### src/rtl/mmio_uart_fifo.sv
// Memory-mapped UART with TX/RX FIFOs, programmable baud divisor, sticky error flags
// and a level interrupt, decoded on the pipelined MIPS data bus.

module mmio_uart_fifo_buf #(
    parameter int W     = 8,
    parameter int DEPTH = 16
) (
    input  logic                     clk,
    input  logic                     reset,
    input  logic                     push_i,
    input  logic                     pop_i,
    input  logic [W-1:0]             wdata_i,
    output logic [W-1:0]             rdata_o,
    output logic [$clog2(DEPTH):0]   count_o,
    output logic                     full_o,
    output logic                     empty_o
);
    localparam int AW = $clog2(DEPTH);

    logic [W-1:0]  mem_q [DEPTH];
    logic [AW-1:0] wr_q, rd_q;
    logic [AW:0]   cnt_q;
    logic          push_ok, pop_ok;

    assign empty_o = (cnt_q == '0);
    assign full_o  = (cnt_q == (AW+1)'(DEPTH));
    assign pop_ok  = pop_i && !empty_o;
    // A pop on the same edge frees the slot, so a push into a full FIFO still lands.
    assign push_ok = push_i && (!full_o || pop_ok);
    assign rdata_o = mem_q[rd_q];
    assign count_o = cnt_q;

    always_ff @(posedge clk) begin
        if (!reset) begin
            wr_q  <= '0;
            rd_q  <= '0;
            cnt_q <= '0;
        end else begin
            if (push_ok) wr_q <= wr_q + 1'b1;
            if (pop_ok)  rd_q <= rd_q + 1'b1;
            case ({push_ok, pop_ok})
                2'b10:   cnt_q <= cnt_q + 1'b1;
                2'b01:   cnt_q <= cnt_q - 1'b1;
                default: cnt_q <= cnt_q;
            endcase
        end
    end

    // NOTE: storage is deliberately left unreset; pointers and count alone mark valid entries.
    always_ff @(posedge clk) begin
        if (push_ok) mem_q[wr_q] <= wdata_i;
    end
endmodule

module mmio_uart_fifo #(
    parameter logic [31:0] BASE_ADDR   = 32'h40000018,
    parameter int          DATA_W      = 8,
    parameter int          FIFO_DEPTH  = 16,
    parameter logic [15:0] DEFAULT_DIV = 16'd10417,
    parameter int          SYNC_STAGES = 2
) (
    input  logic        clk,
    input  logic        reset,
    input  logic        MemRead,
    input  logic        MemWrite,
    input  logic [31:0] Address,
    input  logic [31:0] Write_data,
    output logic [31:0] Read_data,
    output logic        hit,
    input  logic        Rx_Serial,
    output logic        Tx_Serial,
    output logic        irq
);
    localparam int CW = $clog2(FIFO_DEPTH) + 1;
    localparam int BW = $clog2(DATA_W);
    localparam logic [2:0] R_TXD = 3'd0, R_RXD = 3'd1, R_STATUS = 3'd2, R_CTRL = 3'd3, R_IRQEN = 3'd4;

    typedef enum logic [1:0] {S_IDLE, S_START, S_DATA, S_STOP} uart_state_e;

    logic [31:0] off;
    logic [2:0]  reg_sel;
    logic        wr_en, rd_en, status_rd;
    logic        unused_wdata;

    logic [15:0] div_q;
    logic        tx_en_q, rx_en_q, loop_q, irq_q;
    logic [2:0]  irq_en_q;
    logic        ovr_q, frm_q, ovf_q;

    uart_state_e        tx_state_q, tx_state_d, rx_state_q, rx_state_d;
    logic [15:0]        tx_cnt_q, tx_cnt_d, tx_div_q, tx_div_d;
    logic [15:0]        rx_cnt_q, rx_cnt_d, rx_div_q, rx_div_d;
    logic [BW-1:0]      tx_bit_q, tx_bit_d, rx_bit_q, rx_bit_d;
    logic [DATA_W-1:0]  tx_sh_q, tx_sh_d, rx_sh_q, rx_sh_d;
    logic               tx_line_q, tx_line_d, rx_prev_q;
    logic [SYNC_STAGES-1:0] sync_q;

    logic              tx_push, tx_pop, tx_full, tx_empty, tx_tick, tx_active;
    logic              rx_push, rx_pop, rx_full, rx_empty, rx_tick, rx_half, rx_line;
    logic              frm_set, ovr_set, ovf_set;
    logic [DATA_W-1:0] tx_head, rx_head;
    logic [CW-1:0]     tx_count, rx_count;
    logic [31:0]       status;

    assign off          = Address - BASE_ADDR;
    assign hit          = (off < 32'h14);
    assign reg_sel      = off[4:2];
    assign wr_en        = hit && MemWrite;
    assign rd_en        = hit && MemRead;
    assign status_rd    = rd_en && (reg_sel == R_STATUS);
    assign unused_wdata = &{1'b0, Write_data[31:19]};

    assign tx_push = wr_en && (reg_sel == R_TXD);
    assign rx_pop  = rd_en && (reg_sel == R_RXD) && !rx_empty;
    assign ovf_set = tx_push && tx_full && !tx_pop;
    assign ovr_set = rx_push && rx_full && !rx_pop;

    mmio_uart_fifo_buf #(.W(DATA_W), .DEPTH(FIFO_DEPTH)) u_tx_fifo (
        .clk(clk), .reset(reset), .push_i(tx_push), .pop_i(tx_pop),
        .wdata_i(Write_data[DATA_W-1:0]), .rdata_o(tx_head), .count_o(tx_count),
        .full_o(tx_full), .empty_o(tx_empty)
    );

    mmio_uart_fifo_buf #(.W(DATA_W), .DEPTH(FIFO_DEPTH)) u_rx_fifo (
        .clk(clk), .reset(reset), .push_i(rx_push), .pop_i(rx_pop),
        .wdata_i(rx_sh_q), .rdata_o(rx_head), .count_o(rx_count),
        .full_o(rx_full), .empty_o(rx_empty)
    );

    assign tx_tick   = (tx_cnt_q == tx_div_q - 16'd1);
    assign tx_active = (tx_state_q != S_IDLE);
    assign Tx_Serial = tx_line_q;

    // NOTE: every _d takes its _q value first, so no branch can leave a latch behind.
    always_comb begin
        tx_state_d = tx_state_q;
        tx_cnt_d   = tx_cnt_q + 16'd1;
        tx_bit_d   = tx_bit_q;
        tx_sh_d    = tx_sh_q;
        tx_div_d   = tx_div_q;
        tx_line_d  = tx_line_q;
        tx_pop     = 1'b0;
        case (tx_state_q)
            S_IDLE: begin
                tx_line_d = 1'b1;
                tx_cnt_d  = '0;
                if (tx_en_q && !tx_empty) begin
                    tx_pop     = 1'b1;
                    tx_sh_d    = tx_head;
                    tx_div_d   = div_q;
                    tx_line_d  = 1'b0;
                    tx_state_d = S_START;
                end
            end
            S_START: if (tx_tick) begin
                tx_cnt_d   = '0;
                tx_bit_d   = '0;
                tx_line_d  = tx_sh_q[0];
                tx_sh_d    = tx_sh_q >> 1;
                tx_state_d = S_DATA;
            end
            S_DATA: if (tx_tick) begin
                tx_cnt_d = '0;
                if (tx_bit_q == BW'(DATA_W - 1)) begin
                    tx_line_d  = 1'b1;
                    tx_state_d = S_STOP;
                end else begin
                    tx_bit_d  = tx_bit_q + 1'b1;
                    tx_line_d = tx_sh_q[0];
                    tx_sh_d   = tx_sh_q >> 1;
                end
            end
            default: if (tx_tick) begin
                tx_cnt_d   = '0;
                tx_state_d = S_IDLE;
            end
        endcase
    end

    // Loopback substitutes the transmitter output for the synchronised pin.
    assign rx_line = loop_q ? tx_line_q : sync_q[SYNC_STAGES-1];
    assign rx_tick = (rx_cnt_q == rx_div_q - 16'd1);
    assign rx_half = (rx_cnt_q == (rx_div_q >> 1) - 16'd1);

    always_comb begin
        rx_state_d = rx_state_q;
        rx_cnt_d   = rx_cnt_q + 16'd1;
        rx_bit_d   = rx_bit_q;
        rx_sh_d    = rx_sh_q;
        rx_div_d   = rx_div_q;
        rx_push    = 1'b0;
        frm_set    = 1'b0;
        case (rx_state_q)
            S_IDLE: begin
                rx_cnt_d = '0;
                if (rx_en_q && rx_prev_q && !rx_line) begin
                    rx_div_d   = div_q;
                    rx_state_d = S_START;
                end
            end
            S_START: if (rx_half) begin
                rx_cnt_d   = '0;
                rx_bit_d   = '0;
                rx_state_d = rx_line ? S_IDLE : S_DATA;
            end
            S_DATA: if (rx_tick) begin
                rx_cnt_d = '0;
                rx_sh_d  = {rx_line, rx_sh_q[DATA_W-1:1]};
                if (rx_bit_q == BW'(DATA_W - 1)) rx_state_d = S_STOP;
                else                             rx_bit_d   = rx_bit_q + 1'b1;
            end
            default: if (rx_tick) begin
                rx_cnt_d   = '0;
                rx_state_d = S_IDLE;
                if (rx_line) rx_push = 1'b1;
                else         frm_set = 1'b1;
            end
        endcase
    end

    assign status = {8'(tx_count), 8'(rx_count), 8'h00, ovf_q, frm_q, ovr_q,
                     tx_active, tx_empty, tx_full, rx_full, !rx_empty};

    always_comb begin
        Read_data = '0;
        if (hit) begin
            case (reg_sel)
                R_RXD:    Read_data = rx_empty ? 32'hFFFF_FFFF : 32'(rx_head);
                R_STATUS: Read_data = status;
                R_CTRL:   Read_data = {13'd0, loop_q, rx_en_q, tx_en_q, div_q};
                R_IRQEN:  Read_data = {29'd0, irq_en_q};
                default:  Read_data = '0;
            endcase
        end
    end

    // NOTE: all state updates use <= so every register sees pre-edge values of the others.
    always_ff @(posedge clk) begin
        if (!reset) begin
            div_q      <= DEFAULT_DIV;
            tx_en_q    <= 1'b1;
            rx_en_q    <= 1'b1;
            loop_q     <= 1'b0;
            irq_en_q   <= '0;
            ovr_q      <= 1'b0;
            frm_q      <= 1'b0;
            ovf_q      <= 1'b0;
            irq_q      <= 1'b0;
            tx_state_q <= S_IDLE;
            tx_cnt_q   <= '0;
            tx_bit_q   <= '0;
            tx_sh_q    <= '0;
            tx_div_q   <= DEFAULT_DIV;
            tx_line_q  <= 1'b1;
            rx_state_q <= S_IDLE;
            rx_cnt_q   <= '0;
            rx_bit_q   <= '0;
            rx_sh_q    <= '0;
            rx_div_q   <= DEFAULT_DIV;
            rx_prev_q  <= 1'b1;
            sync_q     <= '1;
        end else begin
            if (wr_en && reg_sel == R_CTRL) begin
                div_q   <= (Write_data[15:1] == '0) ? 16'd2 : Write_data[15:0];
                tx_en_q <= Write_data[16];
                rx_en_q <= Write_data[17];
                loop_q  <= Write_data[18];
            end
            if (wr_en && reg_sel == R_IRQEN) irq_en_q <= Write_data[2:0];
            // Set wins over the read-clear when both land on the same edge.
            ovr_q      <= (ovr_q && !status_rd) || ovr_set;
            frm_q      <= (frm_q && !status_rd) || frm_set;
            ovf_q      <= (ovf_q && !status_rd) || ovf_set;
            irq_q      <= (irq_en_q[0] && !rx_empty) || (irq_en_q[1] && tx_empty) ||
                          (irq_en_q[2] && (ovr_q || frm_q || ovf_q));
            tx_state_q <= tx_state_d;
            tx_cnt_q   <= tx_cnt_d;
            tx_bit_q   <= tx_bit_d;
            tx_sh_q    <= tx_sh_d;
            tx_div_q   <= tx_div_d;
            tx_line_q  <= tx_line_d;
            rx_state_q <= rx_state_d;
            rx_cnt_q   <= rx_cnt_d;
            rx_bit_q   <= rx_bit_d;
            rx_sh_q    <= rx_sh_d;
            rx_div_q   <= rx_div_d;
            rx_prev_q  <= rx_line;
            sync_q     <= {sync_q[SYNC_STAGES-2:0], Rx_Serial};
        end
    end

    assign irq = irq_q;
endmodule

### config.mk
export PLATFORM = sky130hd
export DESIGN_NAME = mmio_uart_fifo
export DESIGN_NICKNAME = d
export VERILOG_FILES = /design/src/rtl/mmio_uart_fifo.sv
export SDC_FILE = /design/constraint.sdc
export NUM_CORES = 1
export LEC_CHECK = 0
export CAP_MARGIN = 25
export CELL_PAD_IN_SITES_DETAIL_PLACEMENT = 0
export CELL_PAD_IN_SITES_GLOBAL_PLACEMENT = 1
export CORE_ASPECT_RATIO = 1.75
export CORE_MARGIN = 10
export CORE_UTILIZATION = 49
export DETAILED_ROUTE_END_ITERATION = 8
export HOLD_SLACK_MARGIN = 0.08
export PLACE_DENSITY_LB_ADDON = 0.1
export REMOVE_ABC_BUFFERS = 1
export SETUP_SLACK_MARGIN = 0.4
export SYNTH_ARGS = -nofsm -noshare
export SYNTH_HDL_FRONTEND = slang
export SYNTH_HIERARCHICAL = 1
export SYNTH_SLANG_ARGS = --single-unit
### constraint.sdc
create_clock -name clk -period 5.2 [get_ports clk]
set_input_delay 0.52 -clock clk [delete_from_list [all_inputs] [get_ports clk]]
set_output_delay 0.52 -clock clk [all_outputs]
set_load 0.02 [all_outputs]
Word level (Yosys, flattened, before mapping)
Memories as Yosys holds them, arrays and structs flattened. A register that Yosys moved wholly into a read port is not among the register bits. Cells that the tools add are included. W data, S select, Z words.

Add/sub/neg operators: 16. Multipliers: 0. Div/mod/pow operators: 0. Order comparisons: 1. Equal/unequal tests: 29. Shift operators: 0. Mux-type cells: 57. Bitwise operators: 1. Reductions and logical operators: 67.

Operators with widths (number): $pmux W32 S4 (1); $mux W32 (2); $eq A16 B16 Y1 (3); $mux W16 (3); $add A16 B1 Y16 const B (2); $lt A32 B5 Y1 const B (1); $mux W8 (4); $pmux W16 S2 (1); $sub A16 B1 Y16 const B (2); $sub A32 B31 Y32 const B (1); $logic_and A1 B1 Y1 (25); $pmux W8 S3 (1); $mux W2 (11); $ne A2 B2 Y1 const B (10); $pmux W5 S2 (2); $mux W3 (6); $mux W1 (17); $add A4 B1 Y4 const B (4); $mux W4 (4); $sub A15 B1 Y16 const B (1); $logic_not A15 Y1 (1); $reduce_and A5 Y1 (3); $pmux W2 S3 (2); $pmux W3 S2 (2); other kinds (22) (62).

Register bits: 146. Latch bits: 0. Memory bits (writable): 256. Bits in read-only memories: 0. Logic and storage cells: 201. Memories: 2.

Memory list: u_rx_fifo.mem_q (depth 16, width 8, rd ports 1, clocked after memory_dff 1, write ports 1, RTL line 20) `logic [W-1:0] mem_q [DEPTH];`; u_tx_fifo.mem_q (depth 16, width 8, rd ports 1, clocked after memory_dff 1, write ports 1, RTL line 20).

Depth between registers and ports, before layout
Gate-level depths: netlist of run 1.

Word-level depth: 10. Mapped depth: 18. Depth with buffers taken out: 17.

By module
The synthesis of run 1 kept the hierarchy.

By module, submodules not included: mmio_uart_fifo (instances 1, cells an instance 969, area an instance 7538.5 um2); mmio_uart_fifo_buf (u_rx_fifo) (instances 1, cells an instance 322, area an instance 5884.4 um2); mmio_uart_fifo_buf (u_tx_fifo) (instances 1, cells an instance 316, area an instance 5790.6 um2).

Least setup slack after synthesis of run 1
OpenSTA, ideal clock, no wires.

Kind: in2reg. Start: in Address[9]. End: reg u_rx_fifo.cnt_q[4] (netlist: u_rx_fifo/count_o[4]). Data arrival time: 4.564 ns. Required time: 5.136 ns. Path slack: 0.572 ns. Cell stages on the path: 16. Buffers on the path: 1. Cells stage by stage: or4_4 -> a2111oi_2 -> o2111ai_1 -> or4_1 -> nor4b_4 -> nand4_1 -> inv_1 -> clkbuf_1 -> nor2b_1 -> o21ai_4 -> inv_2 -> ha_1 -> nand2b_1 -> a21oi_1 -> or4_1 -> nand4_1.

Longest elaborated chain between the ends: 10.

Ends and longest elaborated chain: start, declared (RTL line 66) `input logic [31:0] Address,`; $sub A32 B31 Y32 * (RTL line 105) `assign off = Address - BASE_ADDR;`; $lt A32 B5 Y1 * (RTL line 106) `assign hit = (off < 32'h14);`; via hit (RTL line 69) `output logic hit,`; $logic_and A1 B1 Y1 * (RTL line 109) `assign rd_en = hit && MemRead;`; $logic_and A1 B1 Y1 * (2 in a row) (RTL line 114) `assign rx_pop = rd_en && (reg_sel == R_RXD) && !rx_empty;`; via rx_pop (RTL line 99) `logic rx_push, rx_pop, rx_full, rx_empty, rx_tick, rx_half, rx_line;`; $logic_and A1 B1 Y1 * (RTL line 27) `assign pop_ok = pop_i && !empty_o;`; $logic_or A1 B1 Y1 (RTL line 29) `assign push_ok = push_i && (!full_o || pop_ok);`; $logic_and A1 B1 Y1 (RTL line 29); $eq A2 B1 Y1 or $eq A2 B2 Y1 (tied branches) (RTL line 41) `case ({push_ok, pop_ok})`; $pmux W5 S2 or $reduce_bool A2 Y1 (tied branches); end signal, assigned (RTL line 42) `2'b10: cnt_q <= cnt_q + 1'b1;`; end signal, assigned (RTL line 43) `2'b01: cnt_q <= cnt_q - 1'b1;`; end signal, assigned (RTL line 44) `default: cnt_q <= cnt_q;`; end, declared (RTL line 22) `logic [AW:0] cnt_q;`.

Mark *: on every way through the listed nets, which the timed path passes. The rest lies on a longest branch. A chain may end at the register's enable or synchronous reset.

Final worst setup path of run 1
Start: in Address[11]. End: out Read_data[17].

Longest elaborated chain between the ends: 3.

Ends and longest elaborated chain: $sub A32 B31 Y32 (RTL line 105); $lt A32 B5 Y1 (RTL line 106); $mux W32 (RTL line 226) `if (hit) begin`; end, declared (RTL line 68) `output logic [31:0] Read_data,`.

Every way passes these cells.

==> flow_results.xml, run 1 <==
<?xml version="1.0" encoding="UTF-8"?>
<metrics>
  <group name="sta">
    <metric name="hold_viol_final" unit="">0</metric>
    <metric name="finalSetupViolations" unit="">0</metric>
    <metric name="worst_clock_skew" unit="ns">0.0211</metric>
    <metric name="slew_headroom" unit="">0.378</metric>
    <metric name="period_share" unit="">0.924</metric>
    <metric name="final-max-slew-violation-count" unit="">0</metric>
    <metric name="timing.final.crit_period" unit="ns">4.80</metric>
    <metric name="totalNegativeSetupSlack" unit="ns">0</metric>
    <metric name="fmaxAchievable" unit="MHz">208</metric>
    <metric name="grt_setup_unrepaired" unit="">yes</metric>
    <metric name="worstMarginPinSlew" unit="ns">0.930</metric>
  </group>
  <group name="logic_synthesis">
    <metric name="synth-compound-area-share" unit="">0.0934</metric>
    <metric name="synth.cell_area" unit="mm^2">0.0192</metric>
    <metric name="synth.ff_latch_count" unit="">410</metric>
    <metric name="synth-warning-count" unit="">6</metric>
    <metric name="main_combinational_cell_family_by_area_after_synthesis" unit="">simple AND/OR/NAND/NOR gates</metric>
    <metric name="synthSimpleGateAreaFrac" unit="">0.148</metric>
    <metric name="post_synth_num_cell_types" unit="">89</metric>
    <metric name="post_synth_inst_count" unit="">1607</metric>
    <metric name="area_share_of_fa_ha_maj_cells_after_synthesis" unit="">0.0210</metric>
    <metric name="seq_area_frac_synth" unit="">0.561</metric>
    <metric name="synth_async_sr_flop_share" unit="">0</metric>
    <metric name="number_of_enable_type_register_cells_in_the_synthesized_netlist" unit="">256</metric>
    <metric name="yosys-mux-area-fraction" unit="">0.101</metric>
    <metric name="syn-mean-instance-area" unit="um^2">12.0</metric>
    <metric name="yosys_most_used_dff" unit="">edfxtp_1</metric>
    <metric name="yosys.area_share.xor_xnor" unit="">0.0433</metric>
  </group>
  <group name="grt">
    <metric name="maximum_number_of_pins_on_one_net_before_global_route_repair" unit="">42</metric>
    <metric name="first_global_vias" unit="">12951</metric>
    <metric name="global_route.usage.total" unit="">0.202</metric>
    <metric name="grt-ovfl-total" unit="">0</metric>
    <metric name="first_pass_grt_wire_length" unit="um">74400</metric>
    <metric name="grt_antenna_before_repair" unit="">3</metric>
  </group>
  <group name="worst_setup_path">
    <metric name="buf_inv_on_cp" unit="">3</metric>
    <metric name="required_time_of_the_worst_setup_path" unit="ns">4.68</metric>
    <metric name="path_type_of_the_worst_setup_path" unit="">input pin to primary output</metric>
    <metric name="crit_arrival" unit="ns">4.28</metric>
    <metric name="cp-end-kind" unit="">primary output</metric>
    <metric name="cell_with_the_largest_stage_delay_on_the_worst_path" unit="">clkdlybuf4s50_1</metric>
    <metric name="r2r_slack" unit="ns">0.75</metric>
    <metric name="crit_chain" unit="">clkdlybuf4s50_1 &gt; or4_1 &gt; or4_1 &gt; and4bb_1 &gt; o211a_1 &gt; nor2_1 &gt; nor4b_4 &gt; buf_4 &gt; nand2_4 &gt; a21oi_1 &gt; clkdlybuf4s50_1</metric>
    <metric name="startpoint_class" unit="">input pin</metric>
    <metric name="critical-path-top-delay-family" unit="">simple AND/OR/NAND/NOR gates</metric>
    <metric name="worst_path_largest_cell_delay" unit="ns">0.67</metric>
    <metric name="worstPathMaxFanout" unit="">26</metric>
  </group>
  <group name="detailed_routing">
    <metric name="drt_pre_antenna_iters" unit="">6</metric>
    <metric name="detail_route.wirelength" unit="um">48000</metric>
    <metric name="drcViolationCount" unit="">0</metric>
    <metric name="drt-initial-drc-count" unit="">645</metric>
    <metric name="vias_per_cell" unit="">5.76</metric>
    <metric name="avg_wl_per_cell" unit="um">21.8</metric>
    <metric name="antenna_left" unit="">0</metric>
    <metric name="routed-via-count" unit="">12694</metric>
  </group>
  <group name="cts">
    <metric name="clk_pin_slew_worst_paths" unit="ns">0.07</metric>
    <metric name="postCtsHoldBufs" unit="">0</metric>
    <metric name="cts.sink_count" unit="">410</metric>
    <metric name="h-tree-depth" unit="">2</metric>
    <metric name="clock_insertion_delay_worst_skew" unit="ns">0.55</metric>
    <metric name="cts-root-to-sink-buffers" unit="">3</metric>
    <metric name="cts_setup_buffers" unit="">0</metric>
    <metric name="cts_tree" unit="">yes</metric>
    <metric name="ctsRootBufferMaster" unit="">clkbuf_16</metric>
    <metric name="cts_buffers" unit="">38</metric>
  </group>
  <group name="placed_design">
    <metric name="port_buffers" unit="">88</metric>
    <metric name="gpl.final_weighted_congestion" unit="">0.844</metric>
    <metric name="placed_area" unit="mm^2">0.0206</metric>
    <metric name="post-dp-hpwl" unit="um">35400</metric>
  </group>
  <group name="floorplan">
    <metric name="io_pins" unit="">104</metric>
    <metric name="core_area" unit="mm^2">0.0386</metric>
    <metric name="die_height" unit="um">282</metric>
    <metric name="initial_utilization" unit="">0.497</metric>
    <metric name="floorplan.die_area" unit="mm^2">0.0478</metric>
    <metric name="die_width" unit="um">170</metric>
    <metric name="num_rows" unit="">95</metric>
  </group>
  <group name="power_and_ir_drop">
    <metric name="vdd_ir_drop_max" unit="uV">295</metric>
    <metric name="p_per_area" unit="mW/mm^2">302</metric>
    <metric name="p_leak" unit="nW">7.68</metric>
    <metric name="p_total" unit="W">0.00667</metric>
  </group>
  <group name="finish">
    <metric name="area.growth.synth_to_final" unit="%">15.0</metric>
    <metric name="fin_nets" unit="">1788</metric>
    <metric name="finish.instance_area" unit="mm^2">0.0221</metric>
    <metric name="drive_above_1_share" unit="">0.134</metric>
  </group>
  <group name="status">
    <metric name="result_of_the_run" unit="">finished clean</metric>
  </group>
  <group name="hold_path">
    <metric name="hold_class" unit="">input pin to register</metric>
  </group>
  <group name="run">
    <metric name="cap_violations" unit="">0</metric>
  </group>
</metrics>
==> synth_stat cells, types with 4 or more instances <==
library cell / number / area [um^2]
edfxtp_1: 256 / 7690
nand2_1: 185 / 694
dfxtp_1: 154 / 3080
nor2_1: 128 / 480
a21oi_1: 65 / 325
mux4_2: 64 / 1440
clkbuf_1: 62 / 233
xnor2_1: 57 / 499
mux2i_1: 48 / 480
nand3_1: 48 / 240
xor2_1: 38 / 333
a22oi_1: 37 / 278
inv_1: 35 / 131
o21ai_0: 33 / 165
nor3_1: 31 / 155
ha_1: 29 / 363
and2_1: 24 / 150
nand2b_1: 19 / 119
nand4_1: 19 / 119
and3_1: 17 / 106
nor4_1: 17 / 106
buf_2: 15 / 75.1
nor2b_1: 15 / 93.8
o21a_1: 13 / 97.6
a211oi_1: 12 / 90.1
a31oi_1: 10 / 62.6
o211ai_1: 10 / 75.1
a311oi_1: 9 / 78.8
o2111ai_1: 9 / 78.8
or4_1: 9 / 67.6
buf_6: 8 / 90.1
a21o_1: 7 / 52.6
buf_1: 7 / 26.3
buf_4: 7 / 52.6
or2_2: 6 / 37.5
or3_1: 6 / 37.5
and4_1: 5 / 43.8
nand3b_1: 5 / 37.5
nand4b_1: 5 / 43.8
nor3b_1: 4 / 30.0
o21ai_4: 4 / 65.1
o31ai_1: 4 / 30.0
==> layout by cell type (no fill, tap or decap), types with 30 or more instances in the layout <==
master           Yosys  layout
edfxtp_1           256     256
nand2_1            185     185
dfxtp_1            154     151
nor2_1             128     128
mux4_2              64      64
a21oi_1             65      63
clkdlybuf4s50_1      0      61
xnor2_1             57      57
buf_4                7      51
nand3_1             48      48
mux2i_1             48      48
xor2_1              38      38
clkbuf_16            0      38
a22oi_1             37      37
inv_1               35      35
o21ai_0             33      33
nor3_1              31      30
==> worst paths after layout <==
kind	startpoint	end	cells after the start
setup / recovery	Address[11]	Read_data[17]	11
hold / removal	reset	div_q[11]	2
setup reg to reg	rx_div_q[8]	u_rx_fifo/count_o[4]	15
hold reg to reg	sync_q[0]	sync_q[1]	1
==> per-layer routing <==
layer	up-vias	track usage	share of wire
met1	6245	0.205	0.35
met4	4	0.0736	0.034
met5	-	0	0.00056
met3	87	0.0308	0.039
met2	221	0.401	0.58
li1	6137	-	-
==> cells by family (layout without fill, tap and decap cells) <==
logic type,count (synthesis),after routing
other,0,1
buffers and inverters,139,250
AOI/OAI and AO/OA,252,252
muxes,114,114
xor gates and xnor gates,95,95
and+or+nand+nor,566,566
DFF,410,410
adders and majority gates,31,31
==> layout make-up <==
class / instances / area [um^2]
timing repair buffer: 140 / 1340
tap: 485 / 607
sequential: 410 / 10800
clock buffer: 43 / 990
fill: 3176 / 16500
multi-input combinational: 1058 / 7850
inverter: 40 / 150
antenna: 1 / 2.50
clock inverter: 27 / 377
==> metrics by stage <==
stage               instances  setup WS, ns   util  hold WS (ns)
floorplan                1508         0.693      -         0.386
global placement         2132         0.329  0.534         0.437
detailed placement       2133         0.281  0.534         0.443
CTS                      2203         0.369  0.570         0.291
global route             2204         0.144  0.572         0.317
finish                   2204         0.396  0.572         0.315
==> report_power, final <==
part,internal [W],switching (W),total [W]
registers,0.00343,0.00000550,0.00344
clock network,0.00179,0.00126,0.00306
logic,0.0000735,0.000106,0.000179
total,0.00530,0.00137,0.00667
==> flip-flops by register name, summed over array words and instances, names as in the netlist, 16 cells and up, named ones only <==
register	flops
u_rx_fifo/mem_q	128
tx_cnt_q	16
rx_div_q	16
tx_div_q	16
rx_cnt_q	16
div_q	16
u_tx_fifo/mem_q	128
==> worst reg2reg max path, cell delays in order, from the launching register on <==
cell and delay [ns]:
dfxtp_1 0.40, or4_1 0.52, or3_1 0.39, a211oi_2 0.29, o221ai_1 0.23, nor4_2 0.48
nand2_1 0.14, nor2_1 0.41, nor2b_1 0.15, o21ai_4 0.11, inv_2 0.09, ha_1 0.32
nand2b_1 0.11, a21oi_1 0.12, or4_1 0.51, nand4_1 0.10
==> timing repair <==
action,4_1_cts,5_1_grt
resized for setup,4,26
cloned,0,0
pin swaps,0,0
setup endpoints to repair,5,27
No activity file was read; power rests on OpenSTA's default activity.
==> run 2, diff against run 1 <==
- SKIP_LAST_GASP: not set -> 1
==> results of run 2 <==
The final DEF is identical to that of run 1; final timing and power are the same.
==> run 3, diff against run 2 <==
--- a/config.mk
+++ b/config.mk
@@ -7,3 +7,3 @@
 export LEC_CHECK = 0
-export CAP_MARGIN = 25
+export ABC_AREA = 1
 export CELL_PAD_IN_SITES_DETAIL_PLACEMENT = 0
@@ -12,3 +12,3 @@
 export CORE_MARGIN = 10
-export CORE_UTILIZATION = 49
+export CORE_UTILIZATION = 46
 export DETAILED_ROUTE_END_ITERATION = 8
==> constraint.sdc (replaced) <==
create_clock -name clk -period 5.2 [get_ports clk]
set_input_delay 1.3 -clock clk [delete_from_list [all_inputs] [get_ports clk]]
set_output_delay 1.3 -clock clk [all_outputs]
set_load 0.02 [all_outputs]
==> run 3 against run 2 <==
Net effect:
- design area is 19% higher
- count of clock-buffer cells in the layout grew 14
- register-to-register slack better by 0.20 ns
- clock power hardly changed
- hold slack improved by 0.098 ns
- synthesized cell count up 57%
- largest cell class unchanged
==> flow_results.xml, run 3 <==
<?xml version="1.0" encoding="UTF-8"?>
<metrics>
  <group name="status">
    <metric name="result_of_the_run" unit="">finished clean</metric>
  </group>
  <group name="detailed_routing">
    <metric name="detail_route.wirelength" unit="um">63000</metric>
    <metric name="drt_pre_antenna_iters" unit="">6</metric>
    <metric name="avg_wl_per_cell" unit="um">18.4</metric>
    <metric name="drt-initial-drc-count" unit="">1256</metric>
    <metric name="routed-via-count" unit="">18069</metric>
    <metric name="drcViolationCount" unit="">0</metric>
    <metric name="antenna_left" unit="">0</metric>
    <metric name="vias_per_cell" unit="">5.26</metric>
  </group>
  <group name="sta">
    <metric name="slew_headroom" unit="">0.429</metric>
    <metric name="grt_setup_unrepaired" unit="">yes</metric>
    <metric name="finalSetupViolations" unit="">0</metric>
    <metric name="postLayoutSetupSlackWorst" unit="ns">0.323</metric>
    <metric name="worst_clock_skew" unit="ns">0.0132</metric>
    <metric name="timing.final.crit_period" unit="ns">4.88</metric>
    <metric name="worstMarginPinSlew" unit="ns">0.855</metric>
    <metric name="final-max-slew-violation-count" unit="">0</metric>
    <metric name="fmaxAchievable" unit="MHz">205</metric>
    <metric name="period_share" unit="">0.938</metric>
    <metric name="hold_viol_final" unit="">0</metric>
    <metric name="totalNegativeSetupSlack" unit="ns">0</metric>
  </group>
  <group name="logic_synthesis">
    <metric name="synth.ff_latch_count" unit="">410</metric>
    <metric name="synth-warning-count" unit="">6</metric>
    <metric name="synthDominantCellAreaShare" unit="">0.365</metric>
    <metric name="seq_area_frac_synth" unit="">0.512</metric>
    <metric name="number_of_enable_type_register_cells_in_the_synthesized_netlist" unit="">256</metric>
    <metric name="yosys_most_used_dff" unit="">edfxtp_1</metric>
    <metric name="syn-mean-instance-area" unit="um^2">8.36</metric>
    <metric name="post_synth_num_cell_types" unit="">49</metric>
    <metric name="post_synth_inst_count" unit="">2517</metric>
    <metric name="synth_area_leaders" unit="">edfxtp_1, dfxtp_1, nand2_1</metric>
    <metric name="synth_async_sr_flop_share" unit="">0</metric>
    <metric name="synth.most_common_cell" unit="">nand2_1</metric>
    <metric name="synth_top_cells_by_count" unit="">nand2_1, inv_1, nor2_1, edfxtp_1, nand3_1</metric>
    <metric name="synth.cell_area" unit="mm^2">0.0210</metric>
    <metric name="synth_top_cell_by_area" unit="">edfxtp_1</metric>
  </group>
  <group name="cts">
    <metric name="clk_pin_slew_worst_paths" unit="ns">0.06</metric>
    <metric name="clock_insertion_delay_worst_skew" unit="ns">0.54</metric>
    <metric name="h-tree-depth" unit="">2</metric>
    <metric name="cts-root-to-sink-buffers" unit="">3</metric>
    <metric name="cts.sink_count" unit="">410</metric>
    <metric name="ctsRootBufferMaster" unit="">clkbuf_16</metric>
    <metric name="cts_tree" unit="">yes</metric>
    <metric name="cts_buffers" unit="">39</metric>
    <metric name="postCtsHoldBufs" unit="">0</metric>
  </group>
  <group name="run">
    <metric name="cap_violations" unit="">0</metric>
  </group>
  <group name="worst_setup_path">
    <metric name="required_time_of_the_worst_setup_path" unit="ns">5.59</metric>
    <metric name="r2r.worst_path.cells" unit="">23</metric>
    <metric name="r2r_slack" unit="ns">0.95</metric>
    <metric name="crit_arrival" unit="ns">5.26</metric>
    <metric name="worstPathMaxFanout" unit="">5</metric>
    <metric name="worstSetupStartpoint" unit="">Address[16]</metric>
    <metric name="critPathMostFrequentCell" unit="">buf_4</metric>
    <metric name="cp-end-kind" unit="">register</metric>
    <metric name="timing.rr.end" unit="">u_rx_fifo/count_o[4]</metric>
    <metric name="startpoint_class" unit="">input pin</metric>
    <metric name="path_type_of_the_worst_setup_path" unit="">input pin to register</metric>
    <metric name="worst_path_largest_cell_delay" unit="ns">0.21</metric>
    <metric name="critical-path-top-delay-family" unit="">buffers and inverters</metric>
    <metric name="buf_inv_on_cp" unit="">23</metric>
    <metric name="reg2reg_from" unit="">rx_div_q[2]</metric>
    <metric name="cell_with_the_largest_stage_delay_on_the_worst_path" unit="">clkdlybuf4s15_2</metric>
  </group>
  <group name="hold_path">
    <metric name="hold_path_depth" unit="">1</metric>
    <metric name="min_to" unit="">sync_q[1]</metric>
    <metric name="holdCritStartpoint" unit="">sync_q[0]</metric>
    <metric name="hold_class" unit="">register to register</metric>
  </group>
  <group name="finish">
    <metric name="area.growth.synth_to_final" unit="%">24.7</metric>
    <metric name="fin_nets" unit="">2925</metric>
    <metric name="antenna_cells_inserted" unit="">0</metric>
    <metric name="highest_count_cells_in_the_layout_ignoring_fill_and_taps" unit="">nand2_1, inv_1, nor2_1</metric>
    <metric name="finalNonFillerCells" unit="">3432</metric>
    <metric name="largest_registers_ranked_by_flip_flop_count" unit="">u_rx_fifo/mem_q x128, u_tx_fifo/mem_q x128</metric>
    <metric name="drive_above_1_share" unit="">0.190</metric>
    <metric name="fill_cells" unit="">3996</metric>
    <metric name="final_core_utilization" unit="">0.580</metric>
    <metric name="layout.cells.most_common" unit="">nand2_1</metric>
  </group>
  <group name="floorplan">
    <metric name="die_height" unit="um">303</metric>
    <metric name="die_width" unit="um">182</metric>
    <metric name="num_rows" unit="">103</metric>
    <metric name="floorplan.die_area" unit="mm^2">0.0551</metric>
    <metric name="core_area" unit="mm^2">0.0452</metric>
    <metric name="io_pins" unit="">104</metric>
    <metric name="initial_utilization" unit="">0.465</metric>
  </group>
  <group name="grt">
    <metric name="first_pass_grt_wire_length" unit="um">96100</metric>
    <metric name="maximum_number_of_pins_on_one_net_before_global_route_repair" unit="">97</metric>
    <metric name="first_global_vias" unit="">17972</metric>
    <metric name="grt-ovfl-total" unit="">0</metric>
    <metric name="global_route.usage.total" unit="">0.219</metric>
    <metric name="grt_antenna_before_repair" unit="">0</metric>
  </group>
  <group name="placed_design">
    <metric name="gpl.final_weighted_congestion" unit="">0.902</metric>
    <metric name="preCtsSetupSlack" unit="ns">-0.501</metric>
    <metric name="placedCellCount" unit="">3263</metric>
    <metric name="port_buffers" unit="">88</metric>
    <metric name="post-dp-hpwl" unit="um">44800</metric>
  </group>
  <group name="power_and_ir_drop">
    <metric name="vdd_ir_drop_max" unit="uV">384</metric>
    <metric name="p_leak" unit="nW">10.9</metric>
    <metric name="p_total" unit="W">0.00718</metric>
    <metric name="p_per_area" unit="mW/mm^2">274</metric>
  </group>
</metrics>
==> run 3: changes by cell type in the layout (fill, tap and decap cells not counted), sizes merged, moves of 38 or more <==
cell	before	now
o21ai	40	152
nand3	48	218
inv	42	357
mux2i	48	0
a21oi	67	128
nor2	128	327
nand2	186	526
xnor2	57	19
buf	53	307
o211ai	10	76
mux4	64	0
==> run 3: how the worst max path moves through the flow <==
stage / endpoint / cells after the start
after floorplan: Read_data[21] / 10
after global placement: Read_data[21] / 14
after detailed placement: Read_data[15] / 13
after CTS: Read_data[30] / 17
after global routing: div_q[11] / 37
final: div_q[4] / 36
==> run 3: kinds of logic after synthesis <==
group | Yosys count | share of synthesized area
fa+ha+maj | 31 | 0.0191
buf+inv | 444 | 0.0867
simple gates | 1179 | 0.249
flops | 410 | 0.512
compound gates | 377 | 0.102
xor+xnor | 76 | 0.0316
==> run 3: layer usage <==
layer,wire (um),up-vias,share of wire,GRT usage
li1,-,8933,-,-
met1,22900,8537,0.36,0.221
met2,34700,464,0.55,0.430
met3,2280,135,0.036,0.0233
met4,3160,0,0.050,0.113
met5,0,-,0,0
==> run 3: power breakdown <==
part	internal [W]	switching, W
logic	0.000244	0.000383
registers	0.00346	0.0000392
clock network	0.00184	0.00122
==> run 3: cell type report <==
cell class | instances | area (um^2) | share of cell area
timing repair buffer | 352 | 3030 | 0.115
inverter | 356 | 1350 | 0.0512
tap | 577 | 722 | 0.0275
clock buffer | 57 | 1150 | 0.0437
sequential | 410 | 10800 | 0.411
multi-input combinational | 1666 | 9010 | 0.343
clock inverter | 14 | 226 | 0.00863
==> run 3: repair_timing <==
item / in CTS / in global routing
resized for setup: 303 / 135
setup endpoints to repair: 35 / 58
buffers inserted: 70 / 22
pin swaps: 45 / 40
cloned: 4 / 2
==> run 3: through the flow <==
stage	hold slack [ns]	instance area [um^2]
after CTS	0.417	25700
after detailed placement	0.401	23500
after floorplan	0.393	20600
after global placement	0.401	23500
final	0.413	26300
after global routing	0.430	26300
